## config.mk

```make
export PLATFORM = sky130hd
export DESIGN_NAME = freq_gate_counter_flat
export DESIGN_NICKNAME = d
export VERILOG_FILES = /design/src/rtl/freq_gate_if.sv /design/src/rtl/freq_gate_counter.sv /design/src/flat_wrapper.sv
export SDC_FILE = /design/constraint.sdc
export NUM_CORES = 1
export LEC_CHECK = 0
export ABC_AREA = 1
export CORE_ASPECT_RATIO = 1.1
export CORE_MARGIN = 2
export CORE_UTILIZATION = 57
export DETAILED_ROUTE_END_ITERATION = 10
export PLACE_DENSITY = 0.88
export SYNTH_ARGS = -nofsm -noshare
export SYNTH_HDL_FRONTEND = slang
export SYNTH_SLANG_ARGS = --single-unit
```

## constraint.sdc

```tcl
create_clock -name clk -period 1.74 [get_ports clk]
set_input_delay 0.435 -clock clk [delete_from_list [all_inputs] [get_ports clk]]
set_output_delay 0.435 -clock clk [all_outputs]
set_load 0.02 [all_outputs]
```

## src/rtl/freq_gate_if.sv

```systemverilog
// freq_gate_if: result handshake between freq_gate_counter and its readout.
//
//   count_out    [COUNT_BITS] edges counted in the last completed gate window
//   count_valid  result pending; held high until acknowledged
//   count_ack    consumer acknowledge
//   overflow     the latched window saturated its counter
//   overrun      sticky: a pending result was replaced before it was acked
//   measuring    a gate window is in progress
//
// Handshake: the producer raises count_valid together with a new count_out
// and holds both stable until it sees count_ack high on a clock edge while
// count_valid is high; count_valid then drops on the following cycle.
// count_ack while count_valid is low has no effect. If a new result lands
// while count_valid is still high and unacked, it replaces the old one and
// overrun is set. An ack on the very cycle a new result lands is consumed by
// that result, so count_valid stays high and overrun is not set.
interface freq_gate_if #(
  parameter int COUNT_BITS = 16
) ();
  logic [COUNT_BITS-1:0] count_out;
  logic                  count_valid;
  logic                  count_ack;
  logic                  overflow;
  logic                  overrun;
  logic                  measuring;

  modport master (
    output count_out, count_valid, overflow, overrun, measuring,
    input  count_ack
  );

  modport slave (
    input  count_out, count_valid, overflow, overrun, measuring,
    output count_ack
  );
endinterface

```

## src/rtl/freq_gate_counter.sv

```systemverilog
// freq_gate_counter: measures an asynchronous square wave by counting its
// rising edges over back-to-back gate windows of GATE_CYCLES clocks and
// presenting each count on a valid/ack interface.
//
//   clk        system clock, rising edge
//   rst_n      asynchronous active-low reset
//   freq_in    asynchronous square wave to measure
//   enable     level; high keeps gate windows running back to back
//   res        result interface (master side, see freq_gate_if)
//   state_dbg  current FSM state (0 = idle, 1 = measure)
module freq_gate_counter #(
  parameter int CLOCK_FREQ  = 50_000_000,
  parameter int GATE_CYCLES = CLOCK_FREQ / 1000,
  parameter int COUNT_BITS  = 16
) (
  input  logic        clk,
  input  logic        rst_n,
  input  logic        freq_in,
  input  logic        enable,
  freq_gate_if.master res,
  output logic [0:0]  state_dbg
);

  localparam int                    GW         = (GATE_CYCLES > 1) ? $clog2(GATE_CYCLES) : 1;
  localparam logic [GW-1:0]         GATE_LAST  = GW'(GATE_CYCLES - 1);
  localparam logic [COUNT_BITS-1:0] COUNT_MAX  = '1;

  localparam logic [0:0] ST_IDLE    = 1'b0;
  localparam logic [0:0] ST_MEASURE = 1'b1;

  logic                  sync1, sync2, hist;
  logic                  edge_pulse;
  logic [0:0]            state;
  logic [GW-1:0]         gate_cnt;
  logic [COUNT_BITS-1:0] edge_cnt;
  logic                  sat;

  logic                  at_max;
  logic [COUNT_BITS-1:0] edge_next;
  logic                  sat_next;
  logic                  terminal;

  // Two-flop synchronizer plus a history flop; runs regardless of state.
  always_ff @(posedge clk or negedge rst_n) begin
    if (!rst_n) begin
      sync1 <= 1'b0;
      sync2 <= 1'b0;
      hist  <= 1'b0;
    end else begin
      sync1 <= freq_in;
      sync2 <= sync1;
      hist  <= sync2;
    end
  end

  // edge_next/sat_next are what this cycle's edge does to the window count;
  // the terminal cycle latches them directly so its own edge is not lost.
  always_comb begin
    edge_pulse = sync2 & ~hist;
    at_max     = (edge_cnt == COUNT_MAX);
    edge_next  = edge_cnt;
    if (edge_pulse && !at_max) begin
      edge_next = edge_cnt + COUNT_BITS'(1);
    end
    sat_next   = sat | (edge_pulse & at_max);
    terminal   = (state == ST_MEASURE) && (gate_cnt == GATE_LAST);
  end

  always_ff @(posedge clk or negedge rst_n) begin
    if (!rst_n) begin
      state    <= ST_IDLE;
      gate_cnt <= '0;
      edge_cnt <= '0;
      sat      <= 1'b0;
    end else begin
      case (state)
        ST_IDLE: begin
          gate_cnt <= '0;
          edge_cnt <= '0;
          sat      <= 1'b0;
          if (enable) begin
            state <= ST_MEASURE;
          end
        end
        ST_MEASURE: begin
          if (terminal || !enable) begin
            // Window closes (terminal) or is abandoned (enable dropped);
            // either way the next window starts from zero.
            gate_cnt <= '0;
            edge_cnt <= '0;
            sat      <= 1'b0;
            if (!enable) begin
              state <= ST_IDLE;
            end
          end else begin
            gate_cnt <= gate_cnt + GW'(1);
            edge_cnt <= edge_next;
            sat      <= sat_next;
          end
        end
        default: state <= ST_IDLE;
      endcase
    end
  end

  // Result registers. A latch takes priority over an ack on the same cycle,
  // so a simultaneous ack is absorbed by the fresh result.
  always_ff @(posedge clk or negedge rst_n) begin
    if (!rst_n) begin
      res.count_out   <= '0;
      res.count_valid <= 1'b0;
      res.overflow    <= 1'b0;
      res.overrun     <= 1'b0;
    end else if (terminal) begin
      res.count_out   <= edge_next;
      res.overflow    <= sat_next;
      res.count_valid <= 1'b1;
      if (res.count_valid && !res.count_ack) begin
        res.overrun <= 1'b1;
      end
    end else if (res.count_valid && res.count_ack) begin
      res.count_valid <= 1'b0;
    end
  end

  assign res.measuring = (state == ST_MEASURE);
  assign state_dbg     = state;

endmodule

```

## src/flat_wrapper.sv

```systemverilog
// flat-port wrapper written by rule: the top's interface ports become plain ports
module freq_gate_counter_flat 
#(
  parameter int CLOCK_FREQ  = 50_000_000,
  parameter int GATE_CYCLES = CLOCK_FREQ / 1000,
  parameter int COUNT_BITS  = 16
)
  (clk, rst_n, freq_in, enable, state_dbg, res_count_out, res_count_valid, res_overflow, res_overrun, res_measuring, res_count_ack);
  freq_gate_if #(.COUNT_BITS(COUNT_BITS)) res_i ();
  input  logic clk;
  input  logic rst_n;
  input  logic freq_in;
  input  logic enable;
  output logic [0:0] state_dbg;
  output wire logic [$bits(res_i.count_out)-1:0] res_count_out;
  output wire logic [$bits(res_i.count_valid)-1:0] res_count_valid;
  output wire logic [$bits(res_i.overflow)-1:0] res_overflow;
  output wire logic [$bits(res_i.overrun)-1:0] res_overrun;
  output wire logic [$bits(res_i.measuring)-1:0] res_measuring;
  input wire logic [$bits(res_i.count_ack)-1:0] res_count_ack;
  assign res_count_out = res_i.count_out;
  assign res_count_valid = res_i.count_valid;
  assign res_overflow = res_i.overflow;
  assign res_overrun = res_i.overrun;
  assign res_measuring = res_i.measuring;
  assign res_i.count_ack = res_count_ack;
  freq_gate_counter #(.CLOCK_FREQ(CLOCK_FREQ), .GATE_CYCLES(GATE_CYCLES), .COUNT_BITS(COUNT_BITS)) u_core (.clk(clk), .rst_n(rst_n), .freq_in(freq_in), .enable(enable), .res(res_i), .state_dbg(state_dbg));
endmodule
```

==> summary.md <==
| Metric | Value |
|---|---|
| Outcome | `finished, final reports clean` |
| CTS tree | `done` |
| Initial Util | `between 50% and 60%` |
| H-tree depth | `2` |
| Netlist Area Pre-Place | `between 2000 and 3000 um^2` |
| Per-cell routed wire length | `between 10 and 15 um` |
| Slew margin rel. | `around 65%` |
| VDD IR-drop max | `around 0.43 mV` |
| FILL cells | `about 370` |
| WL final | `roughly 6000 um` |
| CP max stage cell | `clkdlybuf4s50_1` |
| Critical Path Max Stage Delay | `about 0.60 ns` |
| Post-detail-place hpwl | `4150 um` |
| Nets | `about 400` |
| TritonCTS Sinks | `56` |
| Flop2flop setup slack | `0.06 ns` |
| Antenna violations before repair | `0` |
| Least-Margin Pin Slew | `around 0.53 ns` |
| All-Layer GR Usage | `a little under a quarter` |
| FMAX | `589 MHz` |
| Setup ws final | `about 0.042 ns` |
| R2R cell count | `7` |
| Diode count | `0` |
| # rows | `26` |
| DRC violations left | `0` |
| Worst Hold Class | `primary input to asynchronous set/reset pin` |
| Synth Net Count | `about 370` |
| Final worst-path cycle share | `97.6%` |
| DIE AREA | `roughly 5500 um^2` |
| Number of buffers added on ports | `25` |
| Die height | `around 77 um` |
| Power Density | `just under 700 nW/um^2` |
| Routability Congestion | `0.953` |
| Max Clock Skew | `~0.0033 ns` |
| Cell area after layout | `between 3000 and 4000 um^2` |
| Setup TNS | `0 ns` |
| TritonRoute pass-1 iters | `4` |
| Via density | `5.28` |
| GRT overflow | `0` |
| Worst-skew pair later-pin latency | `between 0.3 and 0.4 ns` |
| R2r endpoint | `u_core.res.count_out[1]$_DFFE_PN0P_` |
| Post-synthesis sequential area ratio | `between 50% and 60%` |
| Chip width | `70.7 um` |
| Crit. End Element | `output port` |
| Crit Path Class | `flip-flop to output port` |
| CP Data Required Time | `around 1.3 ns` |
| Ys Warns | `0` |
| Area grow syn2layout | `21.2%` |
| Final antenna-violating net count | `0` |
| First-pass GRT wire length | `between 10000 and 15000 um` |
| Clk slew on worst S/H paths | `0.09 ns` |
| CP Launch Type | `flip-flop` |
| Largest regs | `u_core.edge_cnt (16), u_core.gate_cnt (16), u_core.res.count_out (16)` |
| Dpl ws | `-0.0894 ns` |
| Number of global-route vias before repair | `~2.4k` |
| Placed inst area | `roughly 3200 um^2` |
| DR vias | `between 2k and 2.5k` |
| Layout cells sized above 1 | `a little under a tenth` |
| Utilization after layout | `about 72%` |
| Final worst path period need | `~1.7 ns` |
| Crit path buf inv count | `1` |
| Crit-path leading delay family | `buffers and inverters` |
| Clock buffer depth | `2` |
| Std-Cell Core Area | `4680 um^2` |
| Hold Slack | `between 0.09 and 0.1 ns` |
| Unique masters post-synth | `28` |
| IO Pins | `26` |
| Crit path DAT | `roughly 1.3 ns` |
| Synth Area per Inst | `around 7.8 um^2` |
| Yosys reg bits | `between 50 and 60` |
| Fin. Hold Viols | `0` |
| Critical path peak fanout | `2` |
| Lkg Pwr | `between 1.5 and 2 nW` |
| CP Launch Point | `u_core.res.count_out[3]$_DFFE_PN0P_` |
| CTS Buf Count | `5` |
| Worst R2R Start | `u_core.edge_cnt[13]$_DFF_PN0_` |
| Final setup vio count | `0` |
| Cell Chain, Critical Path | `clkdlybuf4s50_1` |
| Post-Syn Instances | `359` |
| Fin. max-slew vios | `0` |
| Max-Cap Viols | `0` |
| Largest net degree at the start of global routing | `31` |
| Root buffer cell | `clkbuf_8` |
| DRT iter0 DRCs | `~220` |
==> Yosys cell counts <==
cell type / instances / area share, %
xnor2_1: 2 / 0.63
or2_1: 1 / 0.22
buf_6: 1 / 0.40
nand3_1: 29 / 5.2
nand3b_2: 1 / 0.40
nor2_2: 2 / 0.45
or2_2: 1 / 0.22
nand4_1: 5 / 1.1
clkbuf_1: 1 / 0.13
o21ai_2: 1 / 0.31
nor3_1: 3 / 0.54
a21o_1: 1 / 0.27
nand3b_1: 1 / 0.27
nor2_4: 1 / 0.40
a21oi_1: 10 / 1.8
nand2_2: 2 / 0.45
nor3b_2: 1 / 0.45
dfrtp_1: 56 / 50
o21ai_1: 3 / 0.54
buf_4: 5 / 1.3
buf_2: 2 / 0.36
inv_1: 30 / 4.0
nand2_1: 126 / 17
xor2_1: 13 / 4.1
ha_1: 2 / 0.90
o21ai_0: 1 / 0.18
nand3_2: 1 / 0.36
nor2_1: 57 / 7.7
==> stage by stage <==
| stage | power (W) | instances |
|---|---|---|
| finish | 0.00230 | 452 |
| global route | 0.00239 | 452 |
| CTS | 0.00233 | 451 |
| detailed placement | 0.00144 | 443 |
| global placement | 0.00144 | 443 |
| floorplan | 0.00138 | 359 |
==> power breakdown <==
part           internal, W  leakage, nW  switching, W
logic            0.0000368         1.00     0.0000656
registers          0.00131        0.772    0.00000649
clock network     0.000471       0.0614      0.000413
==> cells in the final DEF, fill, tap and decap left out, drive strengths merged, types with 2 or more instances in the layout <==
cell,synthesis,layout
a21oi,10,10
nor2,60,60
o21ai,5,5
ha,2,2
or2,2,2
dlymetal6s2s,0,13
dfrtp,56,56
buf,8,14
nor3,3,3
clkdlybuf4s50,0,5
xor2,13,13
nand3,30,30
nand3b,2,2
xnor2,2,2
clkbuf,1,6
nand4,5,5
dlygate4sd2,0,6
inv,30,30
nand2,128,128
==> layer usage <==
metal	global-route usage, %	vias up	share of wire (%)
met1	26.0	1115	41
met5	0	-	0
met4	9.43	0	3.0
li1	-	1189	-
met3	4.55	19	4.1
met2	41.2	64	52
==> timing repair <==
action                     CTS  global route
setup buffers                0             1
resized for setup            8            21
setup endpoints to repair   24            44
hold buffers                 0             0
hold endpoints to repair     0             0
cloned                       0             0
==> cell families after synthesis <==
logic type               count (synthesis)  share of synthesized area [%]
AO/OA/AOI/OAI                           16                           3.10
XOR/XNOR                                15                           4.71
AND/OR/NAND/NOR                        231                           34.7
flip-flops                              56                           50.3
buffers and inverters                   39                           6.28
adder cells (fa/ha/maj)                  2                          0.898
==> worst max path at each step <==
stage                     cells past startpoint                                    to  slack [ns]
after floorplan                               9   u_core.res.count_out[0]$_DFFE_PN0P_        0.18
after global placement                       10  u_core.res.count_out[10]$_DFFE_PN0P_       -0.02
after detailed placement                      9   u_core.res.count_out[1]$_DFFE_PN0P_       -0.09
after CTS                                     1                      res_count_out[6]      0.0009
after global routing                          7   u_core.res.count_out[1]$_DFFE_PN0P_       -0.03
final                                         1                      res_count_out[3]        0.04
==> final cells by class <==
type | count | area, um^2 | area share, %
clock buffers | 6 | 82.6 | 2.44
clock inverters | 2 | 38.8 | 1.15
flip-flops and latches | 56 | 1400 | 41.5
repair buffers | 38 | 418 | 12.4
well taps | 56 | 70.1 | 2.07
inverters | 30 | 113 | 3.33
multi-input cells | 264 | 1260 | 37.2
(Power assumes the default switching activity.)
